`config.mk`:
```
export PLATFORM = sky130hd
export DESIGN_NAME = fp_norm_round
export DESIGN_NICKNAME = d
export VERILOG_FILES = /design/src/rtl/fp_pkg.sv /design/src/rtl/fp_norm_round_rne.sv /design/src/rtl/fp_norm_round.sv
export SDC_FILE = /design/constraint.sdc
export NUM_CORES = 1
export LEC_CHECK = 0
export CAP_MARGIN = 20
export CORE_MARGIN = 2
export CORE_UTILIZATION = 50
export CTS_BUF_LIST = sky130_fd_sc_hd__clkbuf_2 sky130_fd_sc_hd__clkbuf_4 sky130_fd_sc_hd__clkbuf_8
export DETAILED_ROUTE_END_ITERATION = 8
export GPL_ROUTABILITY_DRIVEN = 0
export PLACE_DENSITY_LB_ADDON = 0.05
export SLEW_MARGIN = 25
export SYNTH_ARGS = -nofsm -noshare
export SYNTH_HDL_FRONTEND = slang
export SYNTH_HIERARCHICAL = 1
export SYNTH_SLANG_ARGS = --single-unit
export TNS_END_PERCENT = 5
```
`constraint.sdc`:
```
create_clock -name CLK -period 3.6 [get_ports CLK]
set_input_delay 1.08 -clock CLK [delete_from_list [all_inputs] [get_ports CLK]]
set_output_delay 1.08 -clock CLK [all_outputs]
set_load 0.01 [all_outputs]
```
`src/rtl/fp_pkg.sv`:
```
// Shared constants, FSM state encoding and packed result layout for the FP normalise/round block.
package fp_pkg;

    localparam int unsigned BIAS      = 127;
    localparam int unsigned EXP_W     = 8;
    localparam int unsigned FRAC_W    = 23;
    localparam int unsigned EXP_MAX   = 255;
    localparam int unsigned EXP_SUM_W = 10;

    typedef logic [2:0] state_t;

    localparam state_t S_IDLE  = 3'd0;
    localparam state_t S_NORM  = 3'd1;
    localparam state_t S_ROUND = 3'd2;
    localparam state_t S_PACK  = 3'd3;
    localparam state_t S_DONE  = 3'd4;

    typedef struct packed {
        logic              sign;
        logic [EXP_W-1:0]  exp;
        logic [FRAC_W-1:0] frac;
    } fp32_t;

endpackage

```
`src/rtl/fp_norm_round_rne.sv`:
```
// Round-to-nearest-even increment of a fraction using its guard and sticky bits.
module round_rne
    import fp_pkg::*;
(
    input  logic [FRAC_W-1:0] frac,
    input  logic              guard,
    input  logic              sticky,
    output logic [FRAC_W-1:0] frac_rnd_c,
    output logic              carry_c
);

    // Ties go to the even fraction: bump only when past half, or at half with an odd LSB.
    always_comb begin
        {carry_c, frac_rnd_c} = {1'b0, frac} + (FRAC_W+1)'(guard & (sticky | frac[0]));
    end

endmodule

```
`src/rtl/fp_norm_round.sv`:
```
// Normalises a raw mantissa product, rounds it and packs an IEEE-754 single.
// Define FP_NORM_ROUND_RNE_EN for round-to-nearest-even; otherwise the fraction is truncated.
module fp_norm_round
    import fp_pkg::*;
#(
    parameter int unsigned N = 48,
    parameter int unsigned M = 24,
    parameter int unsigned E = 8
) (
    input  logic         CLK,
    input  logic         Reset,
    input  logic         Start,
    input  logic [N-1:0] Product,
    input  logic         SignA,
    input  logic         SignB,
    input  logic [E-1:0] ExpA,
    input  logic [E-1:0] ExpB,
    output logic [31:0]  Result,
    output logic         Done,
    output logic         Busy,
    output logic         Overflow,
    output logic         Underflow
);

    // Product of two M-bit mantissas has its value-2.0 bit here.
    localparam int unsigned TOP = 2*M - 1;

`ifdef FP_NORM_ROUND_RNE_EN
    localparam int unsigned KEEP_W = TOP + 1;
`else
    // Truncation only ever needs the top bit and both candidate fractions.
    localparam int unsigned KEEP_W = FRAC_W + 2;
`endif

    localparam logic signed [EXP_SUM_W-1:0] EXP_TOP  = EXP_SUM_W'(EXP_MAX);
    localparam logic signed [EXP_SUM_W-1:0] EXP_ZERO = '0;
    localparam logic signed [EXP_SUM_W-1:0] EXP_ONE  = EXP_SUM_W'(1);

    state_t                       state_q, state_d;
    logic [KEEP_W-1:0]            keep_q, keep_d;
    logic                         sign_q, sign_d;
    logic                         zero_q, zero_d;
    logic signed [EXP_SUM_W-1:0]  exp_q, exp_d;
    logic [FRAC_W-1:0]            frac_q, frac_d;
    fp32_t                        result_q, result_d;
    logic                         ovf_q, ovf_d;
    logic                         unf_q, unf_d;
    logic                         done_q, done_d;
    logic                         busy_q, busy_d;

`ifdef FP_NORM_ROUND_RNE_EN
    logic                         guard_q, guard_d;
    logic                         sticky_q, sticky_d;
    logic [FRAC_W-1:0]            frac_rnd_c;
    logic                         carry_c;

    round_rne u_round_rne (
        .frac       (frac_q),
        .guard      (guard_q),
        .sticky     (sticky_q),
        .frac_rnd_c (frac_rnd_c),
        .carry_c    (carry_c)
    );
`endif

    // Next-state and datapath updates; every register holds unless its state acts on it.
    always_comb begin
        state_d  = state_q;
        keep_d   = keep_q;
        sign_d   = sign_q;
        zero_d   = zero_q;
        exp_d    = exp_q;
        frac_d   = frac_q;
        result_d = result_q;
        ovf_d    = ovf_q;
        unf_d    = unf_q;
`ifdef FP_NORM_ROUND_RNE_EN
        guard_d  = guard_q;
        sticky_d = sticky_q;
`endif

        case (state_q)
            S_IDLE: begin
                if (Start) begin
                    state_d = S_NORM;
                    keep_d  = Product[TOP -: KEEP_W];
                    sign_d  = SignA ^ SignB;
                    zero_d  = (Product == '0);
                    exp_d   = $signed(EXP_SUM_W'(ExpA) + EXP_SUM_W'(ExpB) - EXP_SUM_W'(BIAS));
                end
            end

            S_NORM: begin
                state_d = S_ROUND;
                if (keep_q[KEEP_W-1]) begin
                    frac_d   = keep_q[KEEP_W-2 -: FRAC_W];
                    exp_d    = exp_q + EXP_ONE;
`ifdef FP_NORM_ROUND_RNE_EN
                    guard_d  = keep_q[KEEP_W-2-FRAC_W];
                    sticky_d = |keep_q[KEEP_W-3-FRAC_W:0];
`endif
                end else begin
                    frac_d   = keep_q[KEEP_W-3 -: FRAC_W];
`ifdef FP_NORM_ROUND_RNE_EN
                    guard_d  = keep_q[KEEP_W-3-FRAC_W];
                    sticky_d = |keep_q[KEEP_W-4-FRAC_W:0];
`endif
                end
            end

            S_ROUND: begin
                state_d = S_PACK;
`ifdef FP_NORM_ROUND_RNE_EN
                frac_d = frac_rnd_c;
                if (carry_c) begin
                    exp_d = exp_q + EXP_ONE;
                end
`endif
            end

            S_PACK: begin
                state_d = S_DONE;
                ovf_d   = 1'b0;
                unf_d   = 1'b0;
                if (zero_q) begin
                    result_d = '{sign: sign_q, exp: '0, frac: '0};
                end else if (exp_q >= EXP_TOP) begin
                    result_d = '{sign: sign_q, exp: '1, frac: '0};
                    ovf_d    = 1'b1;
                end else if (exp_q <= EXP_ZERO) begin
                    result_d = '{sign: sign_q, exp: '0, frac: '0};
                    unf_d    = 1'b1;
                end else begin
                    result_d = '{sign: sign_q, exp: exp_q[EXP_W-1:0], frac: frac_q};
                end
            end

            S_DONE: begin
                state_d = S_IDLE;
            end

            default: begin
                state_d = S_IDLE;
            end
        endcase

        done_d = (state_d == S_DONE);
        busy_d = (state_d != S_IDLE);
    end

    always_ff @(posedge CLK or negedge Reset) begin
        if (!Reset) begin
            state_q  <= S_IDLE;
            keep_q   <= '0;
            sign_q   <= 1'b0;
            zero_q   <= 1'b0;
            exp_q    <= '0;
            frac_q   <= '0;
            result_q <= '0;
            ovf_q    <= 1'b0;
            unf_q    <= 1'b0;
            done_q   <= 1'b0;
            busy_q   <= 1'b0;
`ifdef FP_NORM_ROUND_RNE_EN
            guard_q  <= 1'b0;
            sticky_q <= 1'b0;
`endif
        end else begin
            state_q  <= state_d;
            keep_q   <= keep_d;
            sign_q   <= sign_d;
            zero_q   <= zero_d;
            exp_q    <= exp_d;
            frac_q   <= frac_d;
            result_q <= result_d;
            ovf_q    <= ovf_d;
            unf_q    <= unf_d;
            done_q   <= done_d;
            busy_q   <= busy_d;
`ifdef FP_NORM_ROUND_RNE_EN
            guard_q  <= guard_d;
            sticky_q <= sticky_d;
`endif
        end
    end

    assign Result    = result_q;
    assign Done      = done_q;
    assign Busy      = busy_q;
    assign Overflow  = ovf_q;
    assign Underflow = unf_q;

endmodule

```
After elaboration in Yosys (flattened, before gate mapping)
Cells that the tools add are included.
Widths: inputs -> output; s select.
{"block": "totals", "reg_bits": 99, "in_bits": 69, "out_inout_bits": 36, "word_cells": 45}
{"block": "classes", "n_addsub": 3, "order_cmp": 2, "n_eq_ne": 6, "mux": 14, "bitwise": 1, "n_reduce_logical": 6}
{"operator": "$mux 31", "count": 3}
{"operator": "$logic_not 48->1", "count": 1}
{"operator": "$mux 23", "count": 1}
{"operator": "$mux 10", "count": 2}
{"operator": "$pmux 10 s2", "count": 1}
{"operator": "$pmux 3 s4", "count": 1}
{"operator": "$add 10x2->10 const B", "count": 1}
{"operator": "$ge 10x9->1 const B", "count": 1}
{"operator": "$le 10x1->1 const B", "count": 1}
{"operator": "$sub 9x7->10 const B", "count": 1}
{"operator": "$add 8x8->9", "count": 1}
{"operator": "$eq 3x2->1 const B", "count": 2}
{"operator": "$mux 1", "count": 5}
{"operator": "$ne 2x2->1 const B", "count": 2}
{"operator": "$eq 3x1->1 const B", "count": 1}
{"operator": "$eq 3x3->1 const B", "count": 1}
{"operator": "$logic_not 3->1", "count": 1}
{"operator": "$mux 3", "count": 1}
{"operator": "$reduce_and 3->1", "count": 1}
{"operator": "$reduce_bool 3->1", "count": 1}
{"operator": "$reduce_and 2->1", "count": 1}
{"operator": "$reduce_bool 2->1", "count": 1}
{"operator": "$xor 1x1->1", "count": 1}

Depth between registers and ports, before layout
Gate-level depths: netlist of run 1.
{"block": "depth", "word_depth": 4, "depth_mapped": 11, "ltp_nobuf": 11}

Least setup slack after synthesis of run 1
OpenSTA, ideal clock, no wires.
{"block": "synth_timing", "path_type": "input-to-reg", "start": "input port ExpA[1]", "end": "register exp_q[7]", "setup_time_ns": 0.099, "arrival_ns": 2.618, "t_required_ns": 3.501, "slack_ns": 0.882, "path_stages": 9, "cell_sequence": "ha_1 ha_1 inv_1 fa_1 nor2b_1 o21ai_0 a21oi_1 nor4_1 a311oi_1"}
{"block": "synth_via", "elab_chain_len": 4}
{"element": "from (decl)", "line": "fp_norm_round.sv:16", "source": "input logic [E-1:0] ExpA,"}
{"element": "$add 8x8->9", "line": "fp_norm_round.sv:89", "source": "exp_d = $signed(EXP_SUM_W'(ExpA) + EXP_SUM_W'(ExpB) - EXP_SUM_W'(BIAS));"}
{"element": "$sub 9x7->10", "line": "fp_norm_round.sv:89"}
{"element": "$mux 10", "line": "fp_norm_round.sv:84", "source": "if (Start) begin"}
{"element": "$pmux 10 s2", "line": "fp_norm_round.sv:82", "source": "case (state_q)"}
{"element": "to (signal assigned)", "line": "fp_norm_round.sv:173", "source": "exp_q <= exp_d;"}
{"element": "to (decl)", "line": "fp_norm_round.sv:43", "source": "logic signed [EXP_SUM_W-1:0] exp_q, exp_d;"}
No other way between the ends. The select of a mux whose other input is x is not followed.
A chain may end at the register's enable or synchronous reset.

Final worst setup path of run 1
Ends and elaborated chain as after synthesis.

==> impl_metrics.ini, run 1 <==
[status]
status = finished, final reports clean

[logic_synthesis]
ys_ff_latch = 99
synth_area_um2 = 4700
syn_nets = 553
ys_types = 50
yosys-top-cells-area = dfrtp_1 53%, nand2_1 9.3%, mux2i_1 5.1%, ha_1 4.5%, a22o_1 4.3%
synth-async-reset-ratio_pct = 100
synth-edff-count = 0
ys.flop_type = dfrtp_1
syn_area_per_cell_um2 = 10.1
synth_top_area_share_pct = 52.7
yosys_warnings = 6
seq_area_frac_synth_pct = 52.7
yosysTopAreaCell = dfrtp_1
synthCells = 466

[sta]
worst-slew-pin-transition_ps = 570
finalHoldViolCount = 0
fin_skew_ps = 13.2
slew_headroom_pct = 61.7
rsz0062_at_grt = false
setup_tns_ps = 0
finalSetupViolCount = 0
slew_violations = 0
fmax_ghz = 0.339
setup_ws_ps = 650
period_minus_slack_ps = 2950
fin_crit_sh_pct = 81.9

[clock_network]
clk_latency_ps = 360
root_buffer = clkbuf_8
cts_buffer_depth = 2
cts.sinks = 99
cts_tree = done
post_cts_buffers = 0
clk_pin_slew_ps = 100
holdBufCountCts = 0
htree_levels = 3
cts_buffers = 9
cts_resized = 0

[power]
swShare_pct = 38.9
p_per_area_nw_per_um2 = 786
p_leak_uw = 0.00280
internal_power_uw = 2900
power_uw = 4740
vdd_ir_drop_max_mv = 0.277
clockPowerShare_pct = 14.6
p_comb_share_pct = 42.8
power.switching_uw = 1840
seq_power_share_pct = 42.6

[routing]
wl_met2_mm = 4.65
wire_per_inst_um = 14.9
vias = 3738
wl_met1_mm = 4.87
wl_met3_um = 521
viasPerCell = 5.50
routed.top_layer = met4
drt_pass1_iterations = 5
drtIter0Drc = 113
route.detailed.drc = 0
ant_nets = 0
drt_wl_total_mm = 10.2

[cells_and_area]
most-common-layout-cells = 117 x nand2_1, 103 x clkdlybuf4s50_1, 99 x dfrtp_1
area_delta_synth_final_pct = 28.1
finalNetCount = 651
fill_cells = 785
drive_gt1_share_pct = 5.80
antenna_cells = 0
final_cells = 680
layout_commonest_cell = nand2_1

[global_route]
grt_pass1_wl_mm = 17.1
grt_overflow = 0
grt_usage_pct = 21.1
grt_max_degree = 59
grt_antenna_before_repair = 0
grt_pass1_vias = 3548

[critical_path]
slowest_stage = clkdlybuf4s50_1
crit_top_cell = ha_1
cp_cell_sequence = clkdlybuf4s50_1 -> ha_1 -> ha_1 -> inv_1 -> fa_1 -> nor2b_1 -> o21ai_0 -> a21oi_1 -> nor4_1 -> a311oi_1
r2r-start = state_q[1]
setup.worst_path.start_class = primary input
crit_type = in -> reg
cp_max_fo = 3
endpoint = exp_q[7]
crit_path_start = ExpA[1]
endpoint_kind = register
rr_worst_depth = 6
rrSetupSlack_ps = 1210
r2r-end = Result[11]
cp.required_ps = 3870
crit_arrival_ps = 3220
crit_path_max_incr_delay_ps = 420

[floorplan]
fp.dieH_um = 101
io_pins = 105
initial_utilization_pct = 51.1
core_area_um2 = 9200
die-width_um = 101
design.die.area_um2 = 10200
num_rows = 35

[placed_design]
dp_hpwl_mm = 7.38
io_buffers = 104
pre_cts_slack_ps = 262
dp.cells = 664

[min_path]
hold_class = reg -> reg
hold_depth = 2

[run]
cap_violations = 0
==> routing by layer <==
metal  vias to the layer above  global-route usage, %
met3                        11                   3.26
met5                         -                      0
met4                         0                   6.24
met2                       112                   33.2
met1                      1779                   30.5
li1                       1836                      -
==> power by group through the flow <==
stage	Clock [µW]	Sequential, µW	Combinational [µW]
after floorplan	0	1990	1280
after global placement	0	2020	2010
after detailed placement	0	2040	2050
after CTS	714	2020	2050
after global routing	756	2080	2290
final	691	2020	2030
==> state kept, by name, summed over array words and instances, names as in the netlist <==
name       flops
Result        32
sign_q         1
state_q        3
keep_q        25
Overflow       1
exp_q         10
Underflow      1
Done           1
Busy           1
frac_q        23
zero_q         1
==> worst min path at each step <==
stage              start          to  slack (ps)
2_1_floorplan     sign_q  Result[31]         440
3_3_place_gp      sign_q  Result[31]         460
3_5_place_dp   Underflow   Underflow         470
4_1_cts        Underflow   Underflow         490
5_1_grt           sign_q  Result[31]         520
6_report       Underflow   Underflow         480
==> metrics by stage <==
step | hold slack (ps) | utilization [%] | instance area (µm²)
final | 482 | 65.5 | 6020
after global routing | 516 | 65.5 | 6020
after CTS | 488 | 65.5 | 6020
after detailed placement | 466 | 63.4 | 5830
after global placement | 459 | 63.4 | 5830
after floorplan | 438 | - | 4700
==> cells by family after synthesis <==
group / count (synthesis) / synth area share (%)
compound gates: 98 / 14.2
xor+xnor: 5 / 0.932
fa+ha+maj: 18 / 4.95
buf+inv: 41 / 4.05
flops: 99 / 52.7
mux: 25 / 5.35
simple gates: 180 / 17.8
==> layout make-up <==
type	instances	area [µm²]	share of cell area, %
Tap cell	111	139	2.31
Sequential cell	99	2480	41.1
Inverter	14	52.6	0.872
Clock buffer	9	124	2.06
Clock inverter	7	68.8	1.14
Timing Repair Buffer	114	1130	18.7
Multi-Input combinational cell	326	2040	33.8
==> critical path, delay by kind of cell <==
family	cells	cell delay (ps)
fa+ha+maj	3	880
buf+inv	2	480
simple gates	2	180
compound gates	3	580
==> synthesized netlist by cell type (2+ instances only) <==
| cell type | instances |
|---|---|
| buf_4 | 2 |
| mux2i_1 | 24 |
| a22o_1 | 23 |
| buf_6 | 2 |
| nand2b_1 | 2 |
| xnor2_1 | 4 |
| or3_1 | 2 |
| a21oi_1 | 9 |
| nor4_1 | 15 |
| ha_1 | 17 |
| nor2_1 | 14 |
| dfrtp_1 | 99 |
| o21a_1 | 3 |
| nand4_1 | 3 |
| clkbuf_1 | 10 |
| o21ai_0 | 36 |
| a31oi_1 | 4 |
| buf_1 | 2 |
| nand3_1 | 5 |
| a211oi_1 | 2 |
| o31ai_1 | 3 |
| a21o_1 | 3 |
| a221o_1 | 6 |
| nor3b_1 | 3 |
| and3_1 | 4 |
| nor3_1 | 6 |
| inv_1 | 14 |
| nand2_1 | 117 |
| buf_2 | 11 |
(Power assumes the default switching activity.)
==> run 2: changes to the inputs <==
==> constraint.sdc (replaced) <==
create_clock -name CLK -period 2.85 [get_ports CLK]
set_input_delay 0.855 -clock CLK [delete_from_list [all_inputs] [get_ports CLK]]
set_output_delay 0.855 -clock CLK [all_outputs]
set_load 0.01 [all_outputs]
==> impl_metrics.ini, run 2 (synthesis gave the netlist of run 1 again) <==
[status]
status = finished, final reports clean

[floorplan]
fp.dieH_um = 101
die-width_um = 101
io_pins = 105
num_rows = 35
design.die.area_um2 = 10200
core_area_um2 = 9200
initial_utilization_pct = 51.1

[critical_path]
crit_arrival_ps = 2930
cp_top_family = adder cells
rrSetupSlack_ps = 530
endpoint_kind = register
crit_buf_inv = 1
setup.worst_path.start_class = primary input
crit_path_max_incr_delay_ps = 400
cp_max_fo = 2
crit_top_cell = ha_1
slowest_stage = clkdlybuf4s50_1
cp_cell_sequence = clkdlybuf4s50_1 -> ha_1 -> ha_1 -> a211oi_1 -> nor2_1 -> o21a_1 -> mux2_2 -> a21oi_1
cp.required_ps = 3130
crit_type = in -> reg

[routing]
drt_pass1_iterations = 5
route.detailed.drc = 0
ant_nets = 0
drtIter0Drc = 154
vias = 3746
drt_wl_total_mm = 10.3
wire_per_inst_um = 14.9
viasPerCell = 5.44

[sta]
finalSetupViolCount = 0
finalHoldViolCount = 0
fin_skew_ps = 15.0
slew_headroom_pct = 35.6
slew_violations = 0
setup_tns_ps = 0
setup_ws_ps = 203
fmax_ghz = 0.378
period_minus_slack_ps = 2650
worst-slew-pin-transition_ps = 965
fin_crit_sh_pct = 92.9
rsz0062_at_grt = false

[power]
power_uw = 6140
p_leak_uw = 0.00286
vdd_ir_drop_max_mv = 0.380
p_per_area_nw_per_um2 = 1000

[cells_and_area]
most-common-layout-cells = 117 x nand2_1, 103 x clkdlybuf4s50_1, 99 x dfrtp_1
largest_reg_flops = 32
post-route-util_pct = 66.6
antenna_cells = 0
final_area_um2 = 6130
area_delta_synth_final_pct = 30.4
layout_commonest_cell = nand2_1
drive_gt1_share_pct = 7.44
finalNetCount = 662

[placed_design]
pre_cts_slack_ps = -224
placed_cell_area_um2 = 5910
dp_hpwl_mm = 7.69
io_buffers = 104

[global_route]
grt_pass1_vias = 3631
grt_max_degree = 52
grt_antenna_before_repair = 0
grt_overflow = 0
grt_usage_pct = 21.8
grt_pass1_wl_mm = 17.4

[clock_network]
htree_levels = 3
cts_buffer_depth = 2
cts_tree = done
clk_pin_slew_ps = 100
clk_latency_ps = 360
cts_buffers = 9
root_buffer = clkbuf_8
cts.sinks = 99

[run]
cap_violations = 0

[min_path]
hold_class = reg -> reg
==> run 2: cell count changes in the layout (fill, tap and decap cells not counted), sizes merged <==
| cell | change |
|---|---|
| buf | +11 |
| clkinv | -3 |
| inv | -1 |
| bufinv | +2 |
==> run 2: where the power goes <==
part	switching [µW]	internal [µW]	total (µW)
logic	1300	1320	2620
clock network	484	494	979
registers	498	2040	2540
total	2280	3850	6140
==> run 2: final cells by class <==
type | instances | area (µm²)
fillers | 789 | 3070
flip-flops and latches | 99 | 2480
multi-input cells | 326 | 2040
repair buffers | 125 | 1210
well taps | 111 | 139
clock buffers | 9 | 124
clock inverters | 5 | 87.6
inverters | 14 | 52.6
==> run 2: tightest hold or removal path, cell delays in order (launching register included) <==
cell     delay (ps)
dfrtp_1         350
nand2_1          50
o21ai_0          60
==> run 2: repair_timing <==
item	in CTS	in global routing
buffers inserted	0	0
hold buffers	0	0
gates resized for setup	0	2
endpoints found under the setup margin	0	1
==> run 2: final timing paths <==
| check | start | endpoint | depth (start not counted) |
|---|---|---|---|
| max | ExpA[2] | exp_q[6] | 8 |
| min | frac_q[8] | frac_q[8] | 2 |
| min in group asynchronous | Reset | Result[15] | 1 |
| min reg2reg | frac_q[8] | frac_q[8] | 2 |
| max reg2reg | exp_q[0] | Result[11] | 6 |
| max in group asynchronous | Reset | exp_q[7] | 2 |
==> run 2: routing by layer <==
metal	share of wire, %	global-route usage (%)	vias up
met2	46	33.4	103
met3	5.0	3.40	9
met4	1.2	7.59	0
met5	0	0	-
li1	-	-	1861
met1	47	31.6	1773
==> run 2: metrics by stage <==
step,hold slack [ps],cells
floorplan,438,466
global placement,459,675
detailed placement,468,675
CTS,492,689
global route,519,689
finish,486,689
